<file path="src/rtl/pipe_stage_reg.sv">
`default_nettype none
// ============================================================================
// Module   : pipe_stage_reg
// Purpose  : Parametrised inter-stage pipeline register with a valid/ready
//            handshake, a 2-entry skid buffer, synchronous flush and
//            control-bit zeroing on bubbles. Parents pack their stage fields
//            into the ctrl and data buses.
// Ports    : clk, rst_n (async, active-low)
//            flush_i                       - drop held and incoming beats
//            in_valid_i / in_ready_o       - upstream handshake (ready is a flop)
//            in_ctrl_i / in_data_i         - upstream control bits / payload
//            out_valid_o / out_ready_i     - downstream handshake (valid is a flop)
//            out_ctrl_o / out_data_o       - control (masked by valid) / payload
//            occupancy_o                   - beats held (0, 1, 2)
//            stall_cnt_o, bubble_cnt_o     - saturating statistics counters,
//                                            present only with PIPE_STAGE_STATS_EN
// Options  : `define PIPE_STAGE_STATS_EN adds the CNT_W parameter and the two
//            counter ports. Without it the block carries no counter logic.
// Revision : 1.0 - initial release
// ============================================================================
module pipe_stage_reg #(
    parameter int DATA_W = 8,
    parameter int CTRL_W = 3
`ifdef PIPE_STAGE_STATS_EN
    ,
    parameter int CNT_W  = 16
`endif
) (
    input  logic              clk,
    input  logic              rst_n,
    input  logic              flush_i,
    input  logic              in_valid_i,
    output logic              in_ready_o,
    input  logic [CTRL_W-1:0] in_ctrl_i,
    input  logic [DATA_W-1:0] in_data_i,
    output logic              out_valid_o,
    input  logic              out_ready_i,
    output logic [CTRL_W-1:0] out_ctrl_o,
    output logic [DATA_W-1:0] out_data_o,
`ifdef PIPE_STAGE_STATS_EN
    output logic [CNT_W-1:0]  stall_cnt_o,
    output logic [CNT_W-1:0]  bubble_cnt_o,
`endif
    output logic [1:0]        occupancy_o
);

    // State encoding doubles as the occupancy count.
    typedef enum logic [1:0] {
        S_EMPTY = 2'd0,
        S_ONE   = 2'd1,
        S_TWO   = 2'd2
    } state_t;

    state_t              r_state;
    state_t              w_state_nxt;
    logic                r_out_valid;
    logic                r_in_ready;
    logic [CTRL_W-1:0]   r_main_ctrl;
    logic [DATA_W-1:0]   r_main_data;
    logic [CTRL_W-1:0]   r_skid_ctrl;
    logic [DATA_W-1:0]   r_skid_data;

    logic                w_accept;
    logic                w_take;
    logic                w_load_main_in;
    logic                w_load_main_skid;
    logic                w_load_skid;

    assign w_accept = in_valid_i & r_in_ready;
    assign w_take   = r_out_valid & out_ready_i;

    // Next-state and register-load selection. Flush overrides everything,
    // so a beat accepted in the flush cycle is never loaded.
    always_comb begin
        w_state_nxt      = r_state;
        w_load_main_in   = 1'b0;
        w_load_main_skid = 1'b0;
        w_load_skid      = 1'b0;
        if (flush_i) begin
            w_state_nxt = S_EMPTY;
        end else begin
            case (r_state)
                S_EMPTY: begin
                    if (w_accept) begin
                        w_state_nxt    = S_ONE;
                        w_load_main_in = 1'b1;
                    end
                end
                S_ONE: begin
                    if (w_accept && w_take) begin
                        w_load_main_in = 1'b1;
                    end else if (w_accept) begin
                        w_state_nxt = S_TWO;
                        w_load_skid = 1'b1;
                    end else if (w_take) begin
                        w_state_nxt = S_EMPTY;
                    end
                end
                S_TWO: begin
                    // in_ready is low here, so only draining is possible.
                    if (w_take) begin
                        w_state_nxt      = S_ONE;
                        w_load_main_skid = 1'b1;
                    end
                end
                default: w_state_nxt = S_EMPTY;
            endcase
        end
    end

    // Handshake flags are registered from the next state so that neither
    // out_valid_o nor in_ready_o has a combinational path from any input.
    always_ff @(posedge clk or negedge rst_n) begin
        if (!rst_n) begin
            r_state     <= S_EMPTY;
            r_out_valid <= 1'b0;
            r_in_ready  <= 1'b1;
            r_main_ctrl <= '0;
            r_main_data <= '0;
            r_skid_ctrl <= '0;
            r_skid_data <= '0;
        end else begin
            r_state     <= w_state_nxt;
            r_out_valid <= (w_state_nxt != S_EMPTY);
            r_in_ready  <= (w_state_nxt != S_TWO);
            if (w_load_main_in) begin
                r_main_ctrl <= in_ctrl_i;
                r_main_data <= in_data_i;
            end else if (w_load_main_skid) begin
                r_main_ctrl <= r_skid_ctrl;
                r_main_data <= r_skid_data;
            end
            if (w_load_skid) begin
                r_skid_ctrl <= in_ctrl_i;
                r_skid_data <= in_data_i;
            end
        end
    end

    assign out_valid_o = r_out_valid;
    assign in_ready_o  = r_in_ready;
    assign out_data_o  = r_main_data;
    // Bubbles (including post-flush stale payload) never present write enables.
    assign out_ctrl_o  = r_main_ctrl & {CTRL_W{r_out_valid}};
    assign occupancy_o = r_state;

`ifdef PIPE_STAGE_STATS_EN
    logic [CNT_W-1:0] r_stall_cnt;
    logic [CNT_W-1:0] r_bubble_cnt;

    // Counters ignore flush; only rst_n clears them. Both saturate.
    always_ff @(posedge clk or negedge rst_n) begin
        if (!rst_n) begin
            r_stall_cnt  <= '0;
            r_bubble_cnt <= '0;
        end else begin
            if (r_out_valid && !out_ready_i && (r_stall_cnt != {CNT_W{1'b1}})) begin
                r_stall_cnt <= r_stall_cnt + 1'b1;
            end
            if (!r_out_valid && !flush_i && (r_bubble_cnt != {CNT_W{1'b1}})) begin
                r_bubble_cnt <= r_bubble_cnt + 1'b1;
            end
        end
    end

    assign stall_cnt_o  = r_stall_cnt;
    assign bubble_cnt_o = r_bubble_cnt;
`endif

endmodule
`default_nettype wire

</file>
<file path="config.mk">
export PLATFORM = sky130hd
export DESIGN_NAME = pipe_stage_reg
export DESIGN_NICKNAME = d
export VERILOG_FILES = /design/src/rtl/pipe_stage_reg.sv
export SDC_FILE = /design/constraint.sdc
export NUM_CORES = 1
export LEC_CHECK = 0
export ABC_CLOCK_PERIOD_IN_PS = 2400
export CORE_MARGIN = 2
export CORE_UTILIZATION = 30
export CTS_CLUSTER_SIZE = 24
export DETAILED_ROUTE_END_ITERATION = 7
export DONT_BUFFER_PORTS = 1
export PLACE_DENSITY_LB_ADDON = 0.3
export SYNTH_ARGS = -nofsm -noshare
export SYNTH_HDL_FRONTEND = slang
export SYNTH_SLANG_ARGS = --single-unit
</file>
<file path="constraint.sdc">
create_clock -name clk -period 2.4 [get_ports clk]
set_input_delay 0.24 -clock clk [delete_from_list [all_inputs] [get_ports clk]]
set_output_delay 0.24 -clock clk [all_outputs]
set_load 0.01 [all_outputs]
</file>
==> summary.md, run 1 <==
| Metric | Value |
|---|---|
| Outcome | complete, no violations |
| # rows | 23 |
| CTS Sinks | 26 |
| Hold WC Path Type | primary input to register |
| Crit path DAT | 1.95 ns |
| WL/cell | 18.8 um |
| Post-synthesis sequential area ratio | 51.5% |
| Largest net degree at the start of global routing | 27 |
| Number of synthesized flops with an enable pin | 0 |
| RSZ-0062 raised after global routing | no |
| Inserted Diodes | 0 |
| Synth warn | 0 |
| #FFs+latches synth | 26 |
| GR Util All Layers | 14.0% |
| Max IR drop VDD | 0.000485 V |
| Clk_lat worst skew | 0.28 ns |
| Share of cells above drive strength 1 | 19.3% |
| Clk pwr share | 26.2% |
| Flop pwr share | 50.4% |
| Hold path depth | 1 |
| Worst Tran Pin Value | 0.587 ns |
| Critical path required time | 2.53 ns |
| CTS clk-pin slew, worst paths | 0.09 ns |
| Max cap viols | 0 |
| Commonest non-fill, non-tap cell in the layout | dfrtp_1 |
| Crit path kind | register to register |
| First-pass GRT wire length | 4900 um |
| GRT Residual Overflow | 0 |
| Crit end category | register |
| DRC errors left | 0 |
| CTS tree | yes |
| Mapped Area | 1270 um2 |
| Startpoint types | register |
| Core footprint | 4030 um2 |
| Final #Nets | 126 |
| Sw Ratio | 28.3% |
| Antenna violations before repair | 0 |
| Die area | 4760 um2 |
| Final HPWL DP | 1900 um |
| Synthesized area per cell | 11.7 um2 |
| Leakage | 0.000571 uW |
| Final WL | 2980 um |
| Register Area | 652 um2 |
| Setup Viol. Count Final | 0 |
| Via density | 5.52 |
| Root Driver | clkbuf_8 |
| Fill cells | 419 |
| Fin. max-slew vios | 0 |
| # resized after CTS | 0 |
| Post-synth ARST share | 100% |
| Syn_nets | 124 |
| Total number of vias | 878 |
| Clock Skews | 0.0128 ns |
| Crit-path max FO | 12 |
| DRT iter0 DRCs | 88 |
| Post-route setup TNS | 0 ns |
| Period utilization | 75.8% |
| Multi-input combinational cell area | 577 um2 |
| Combinational power share | 23.4% |
| Synth Instances | 108 |
| R2R depth | 3 |
| P&R area growth vs syn | 11.8% |
| Power density cells | 999 nW/um2 |
| Cell Int Power | 1010 uW |
| Tmin final | 1.82 ns |
| Netlist cell types | 25 |
| NetSw | 400 uW |
| Power after layout | 1410 uW |
| Vias in the first global route | 967 |
| Slew headroom | 60.7% |
| Die width | 69.0 um |
| Antenna Nets Post-Route | 0 |
| Final Hold Vio Count | 0 |
| H-tree depth | 1 |
| Die height | 69.0 um |
| Initial Utilization | 31.4% |
| RD Place Congestion | 0.787 |
| IO Pins | 31 |
| Router iterations before antenna repair | 4 |
| Setup Fix Bufs, Post-CTS | 0 |
| Most frequent cells in the layout | 25 x dfrtp_1, 11 x nand3b_1, 11 x nor3_1, 11 x a31oi_1 |
| Highest clock rate | 550 MHz |
| Top FF cell, synth | dfrtp_1 |
| PortBufs | 0 |
| Max Root-Sink Buffers | 2 |
| CTS Buf Count | 3 |
cell type report:
type	count	area share, %
Timing Repair Buffer	5	3.71
Multi-Input combinational cell	74	40.8
Sequential cell	26	46.1
Clock buffer	3	2.92
Tap cell	50	4.42
Clock inverter	1	2.12
cells by family after synthesis:
| family | Yosys count | synth area share [%] |
|---|---|---|
| AO/OA/AOI/OAI | 25 | 12.6 |
| XOR/XNOR | 1 | 0.692 |
| buffers and inverters | 8 | 2.96 |
| flip-flops | 26 | 51.5 |
| multiplexers | 12 | 13.5 |
| AND/OR/NAND/NOR | 36 | 18.8 |
metrics by stage:
stage / util (%) / hold WS [ns] / cells / worst slack, ns / area (um2)
4_1_cts: 35.1 / 0.0207 / 159 / 0.577 / 1420
3_5_place_dp: 32.6 / -0.0550 / 153 / 0.590 / 1310
3_3_place_gp: 32.6 / -0.0549 / 153 / 0.625 / 1310
2_1_floorplan: - / -0.0556 / 108 / 0.611 / 1270
5_1_grt: 35.1 / 0.0168 / 159 / 0.409 / 1420
6_report: 35.1 / 0.0315 / 159 / 0.580 / 1420
path summary, 6_finish.rpt:
path | endpoint | slack [ns] | from
min in group asynchronous | out_data_o[4]$_DFFE_PN0P_ | 0.38 | rst_n
hold reg to reg | r_skid_data[7]$_DFFE_PN0P_ | 0.50 | r_skid_data[7]$_DFFE_PN0P_
max in group asynchronous | in_ready_o$_DFF_PN1_ | 1.77 | rst_n
hold / removal | out_valid_o$_DFF_PN0_ | 0.03 | flush_i
setup / recovery | out_data_o[7]$_DFFE_PN0P_ | 0.58 | out_valid_o$_DFF_PN0_
setup reg to reg | out_data_o[7]$_DFFE_PN0P_ | 0.58 | out_valid_o$_DFF_PN0_
worst max-delay path, stage by stage, from the launching register on:
cell	delay (ns)
dfrtp_1	0.61
nand4b_1	0.57
o21ai_0	0.37
a31oi_1	0.13
flip-flops by register name, summed over array words and instances (netlist names):
name         flops
occupancy_o      2
r_skid_ctrl      3
out_valid_o      1
in_ready_o       1
r_skid_data      8
out_data_o       8
r_main_ctrl      3
what timing repair did:
| item | 4_1_cts | 5_1_grt |
|---|---|---|
| endpoints found under the setup margin | 0 | 0 |
| hold endpoints to repair | 26 | 0 |
| hold buffers | 2 | 0 |
synthesized netlist by cell type, types with 3 or more instances:
cell      number  area (um2)
a31oi_1       11        68.8
and2_1         4        25.0
clkbuf_1       7        26.3
dfrtp_1       25         626
mux2_4        10         150
nand2_1        3        11.3
nand3b_1      11        82.6
nor3_1        11        55.1
o21ai_0       10        50.1
power by group through the flow:
stage | clock network [uW] | registers, uW | logic, uW
finish | 370 | 713 | 331
global route | 397 | 736 | 365
CTS | 379 | 713 | 331
detailed placement | 0 | 723 | 312
global placement | 0 | 719 | 303
floorplan | 0 | 698 | 264
per-layer routing:
metal,share of wire [%],vias up,wire length [um],GRT usage [%]
met5,0,-,0,0
met4,0.27,0,8,2.94
met3,8.2,2,246,4.87
met2,44,34,1300,21.9
met1,48,439,1430,18.7
li1,-,403,-,-
No activity file was read; power rests on OpenSTA's default activity.
==> run 2: changes to the inputs <==
ABC_AREA = 1   (was not set)
ABC_CLOCK_PERIOD_IN_PS = 1900   (was 2400)
clock period = 1.9 ns   (was 2.4 ns; I/O delays follow)
==> run 2 against run 1 <==
Critical path depth increased by 4. Sequential share of layout area increased by 0.20 points. Synthesized cell count up 41%. Sequential power is 32% higher. Clock-buffer cell count is 1 higher. Die area increased by 1.5%. Cell count increased by 29%. Final area decreased by 0.44%. First-iteration DRC count shrank 67%. Non-clock buffer count fell by 1. Flip-flop and latch count is the same. Global-route usage is 2.0 points lower. Critical endpoint is now out_data_o[5]$_DFFE_PN0P_.
==> summary.md, run 2 <==
| Metric | Value |
|---|---|
| GRT Residual Overflow | 0 (unchanged) |
| DRT iter0 DRCs | 29 (was 88) |
| Setup Viol. Count Final | 0 (unchanged) |
| Post-synth ARST share | 100% (unchanged) |
| Number of synthesized flops with an enable pin | 0 (unchanged) |
| Clock Skews | 0.00229 ns (was 0.0128 ns) |
| Top cells by area, synth | dfrtp_1 49%, nand2_1 13%, nand3_1 8.2% (was dfrtp_1 49%, mux2_4 12%, nand3b_1 6.5%) |
| Setup crit start | out_valid_o$_DFF_PN0_ (unchanged) |
| Post-synthesis sequential area ratio | 50.7% (was 51.5%) |
| PortBufs | 0 (unchanged) |
| Vias in the first global route | 931 (was 967) |
| Clk pwr share | 20.4% (was 26.2%) |
| Critical Path Max Stage Delay | 0.51 ns (was 0.61 ns) |
| Die height | 69.5 um (was 69.0 um) |
| Post-synth top cells | 44 x nand2_1, 25 x dfrtp_1, 23 x inv_1 (was 25 x dfrtp_1, 11 x a31oi_1, 11 x nand3b_1, 11 x nor3_1) |
| Crit path kind | register to register (unchanged) |
| H-tree depth | 1 (unchanged) |
| Post-route setup TNS | 0 ns (unchanged) |
| Synth top area share | 48.6% (was 49.4%) |
| RSZ-0062 raised after global routing | no (unchanged) |
| Mapped Area | 1290 um2 (was 1270 um2) |
| Via density | 4.82 (was 5.52) |
| Synth area leader | dfrtp_1 (unchanged) |
| RR Startpoint | out_valid_o$_DFF_PN0_ (unchanged) |
| Crit-path max FO | 15 (was 12) |
| Non-Filler Instances | 205 (was 159) |
| Root Driver | clkbuf_8 (unchanged) |
| Sw Ratio | 34.8% (was 28.3%) |
| Die width | 69.5 um (was 69.0 um) |
| Largest net degree at the start of global routing | 27 (unchanged) |
| Synth Instances | 152 (was 108) |
| WL/cell | 13.2 um (was 18.8 um) |
| #FFs+latches synth | 26 (unchanged) |
| Multi-input combinational cell area | 504 um2 (was 577 um2) |
| Commonest non-fill, non-tap cell in the layout | nand2_1 (was dfrtp_1) |
| Max Root-Sink Buffers | 2 (unchanged) |
| Post-Route Utilization | 34.7% (was 35.1%) |
| NetSw | 592 uW (was 400 uW) |
| GR Util All Layers | 12.0% (was 14.0%) |
| Netlist cell types | 19 (was 25) |
| Final WL | 2700 um (was 2980 um) |
| IO Pins | 31 (unchanged) |
| Synth warn | 0 (unchanged) |
| Crit path DAT | 1.73 ns (was 1.95 ns) |
| CTS Buf Count | 3 (unchanged) |
| Antenna Nets Post-Route | 0 (unchanged) |
| Power density cells | 1210 nW/um2 (was 999 nW/um2) |
| Leakage | 0.000757 uW (was 0.000571 uW) |
| CP Cell Sequence | nand2_2 > nand2_2 > nand3_4 > nand2_4 > inv_2 > nand2_1 > nand2_1 (was nand4b_1 > o21ai_0 > a31oi_1) |
| Final Hold Vio Count | 0 (unchanged) |
| RD Place Congestion | 0.815 (was 0.787) |
| Hold WC Path Type | primary input to register (unchanged) |
| Router iterations before antenna repair | 4 (unchanged) |
| Core footprint | 4060 um2 (was 4030 um2) |
| Total number of vias | 989 (was 878) |
| Final #Nets | 172 (was 126) |
| Slowest CP cell | dfrtp_1 (unchanged) |
| Most common cell in the synthesized netlist | nand2_1 (was dfrtp_1) |
| Final HPWL DP | 2080 um (was 1900 um) |
| DRC errors left | 0 (unchanged) |
| Power after layout | 1700 uW (was 1410 uW) |
| First-pass GRT wire length | 4730 um (was 4900 um) |
| Worst Tran Pin Value | 0.415 ns (was 0.587 ns) |
| Register Area | 652 um2 (unchanged) |
| Flop pwr share | 55.4% (was 50.4%) |
| Synthesized area per cell | 8.46 um2 (was 11.7 um2) |
| Cell Int Power | 1110 uW (was 1010 uW) |
| Max cap viols | 0 (unchanged) |
| Antenna violations before repair | 0 (unchanged) |
| Max IR drop VDD | 0.000518 V (was 0.000485 V) |
| Outcome | complete, no violations (unchanged) |
| Period utilization | 82.7% (was 75.8%) |
| CTS tree | yes (unchanged) |
| Combinational power share | 24.2% (was 23.4%) |
| Clk_lat worst skew | 0.26 ns (was 0.28 ns) |
| Slew headroom | 72.3% (was 60.7%) |
| Crit end category | register (unchanged) |
| Share of cells above drive strength 1 | 16.1% (was 19.3%) |
| Die area | 4830 um2 (was 4760 um2) |
| Critical path required time | 2.06 ns (was 2.53 ns) |
| Startpoint types | register (unchanged) |
| Highest clock rate | 636 MHz (was 550 MHz) |
| Fin. max-slew vios | 0 (unchanged) |
| Tmin final | 1.57 ns (was 1.82 ns) |
| Inserted Diodes | 0 (unchanged) |
| CTS Sinks | 26 (unchanged) |
| Syn_nets | 168 (was 124) |
| # rows | 23 (unchanged) |
| Min-delay src | in_ctrl_i[1] (was flush_i) |
| Dpl cells | 199 (was 153) |
| P&R area growth vs syn | 9.53% (was 11.8%) |
| Most frequent cells in the layout | 44 x nand2_1, 25 x dfrtp_1, 23 x inv_1 (was 25 x dfrtp_1, 11 x nand3b_1, 11 x nor3_1, 11 x a31oi_1) |
| Fill cells | 412 (was 419) |
| Top FF cell, synth | dfrtp_1 (unchanged) |
| Initial Utilization | 31.7% (was 31.4%) |
| CTS clk-pin slew, worst paths | 0.09 ns (about the same) |
[run 2: changes by cell type after synthesis, moves of 10 or more]
cell / delta
nand3b_1: -11
nand2_1: +41
nand4_1: +12
nand3_1: +21
nor3_1: -11
a31oi_1: -11
inv_1: +23
mux2_4: -10
[run 2: final timing paths]
kind | slack [ns] | to | depth (start not counted)
max | 0.33 | out_data_o[5]$_DFFE_PN0P_ | 7
min | 0.06 | r_skid_ctrl[1]$_DFFE_PN0P_ | 2
max reg2reg | 0.33 | out_data_o[5]$_DFFE_PN0P_ | 7
min reg2reg | 0.48 | r_skid_data[7]$_DFFE_PN0P_ | 2
max in group asynchronous | 1.29 | in_ready_o$_DFF_PN1_ | 2
min in group asynchronous | 0.38 | r_skid_data[7]$_DFFE_PN0P_ | 2
[run 2: final cells by class]
type | count | area share, %
multi-input cells | 97 | 35.8
inverters | 24 | 6.39
flip-flops and latches | 26 | 46.3
clock buffers | 4 | 3.91
well taps | 50 | 4.44
repair buffers | 4 | 3.20
[run 2: critical path, delay by kind of cell (launching register included)]
family / cells / cell delay (ns)
AND/OR/NAND/NOR: 6 / 0.85
flip-flops: 1 / 0.51
buffers and inverters: 1 / 0.10
[run 2: metal layers]
layer | vias to the layer above | GRT usage [%] | part of all wire (%)
li1 | 494 | - | -
met1 | 471 | 17.6 | 45
met2 | 22 | 18.4 | 50
met3 | 2 | 2.03 | 3.5
met4 | 0 | 3.27 | 0.89
met5 | - | 0 | 0
[run 2: per-stage QoR]
stage	area [um2]	setup slack [ns]	hold WS [ns]
CTS	1410	0.316	0.0608
global placement	1320	0.414	-0.105
detailed placement	1320	0.316	-0.105
finish	1410	0.329	0.0614
global route	1410	0.183	0.0598
floorplan	1290	0.603	-0.106
[run 2: cell families after synthesis]
kind of cell | Yosys count | share of synthesized area (%)
and+or+nand+nor | 87 | 33.0
AOI/OAI and AO/OA | 10 | 6.23
DFF | 26 | 50.7
buffers and inverters | 29 | 10.1
[run 2: what timing repair did]
item                                   CTS  global route
hold buffers                             2             0
setup buffers                            0             0
resized for setup                        0             0
endpoints found under the hold margin   26             0
[run 2: power groups by stage]
stage          combinational [uW]  sequential [uW]  clock [uW]
2_1_floorplan                 349              907           0
3_3_place_gp                  394              957           0
3_5_place_dp                  404              957           0
4_1_cts                       421              949         363
5_1_grt                       485              973         389
6_report                      412              943         348
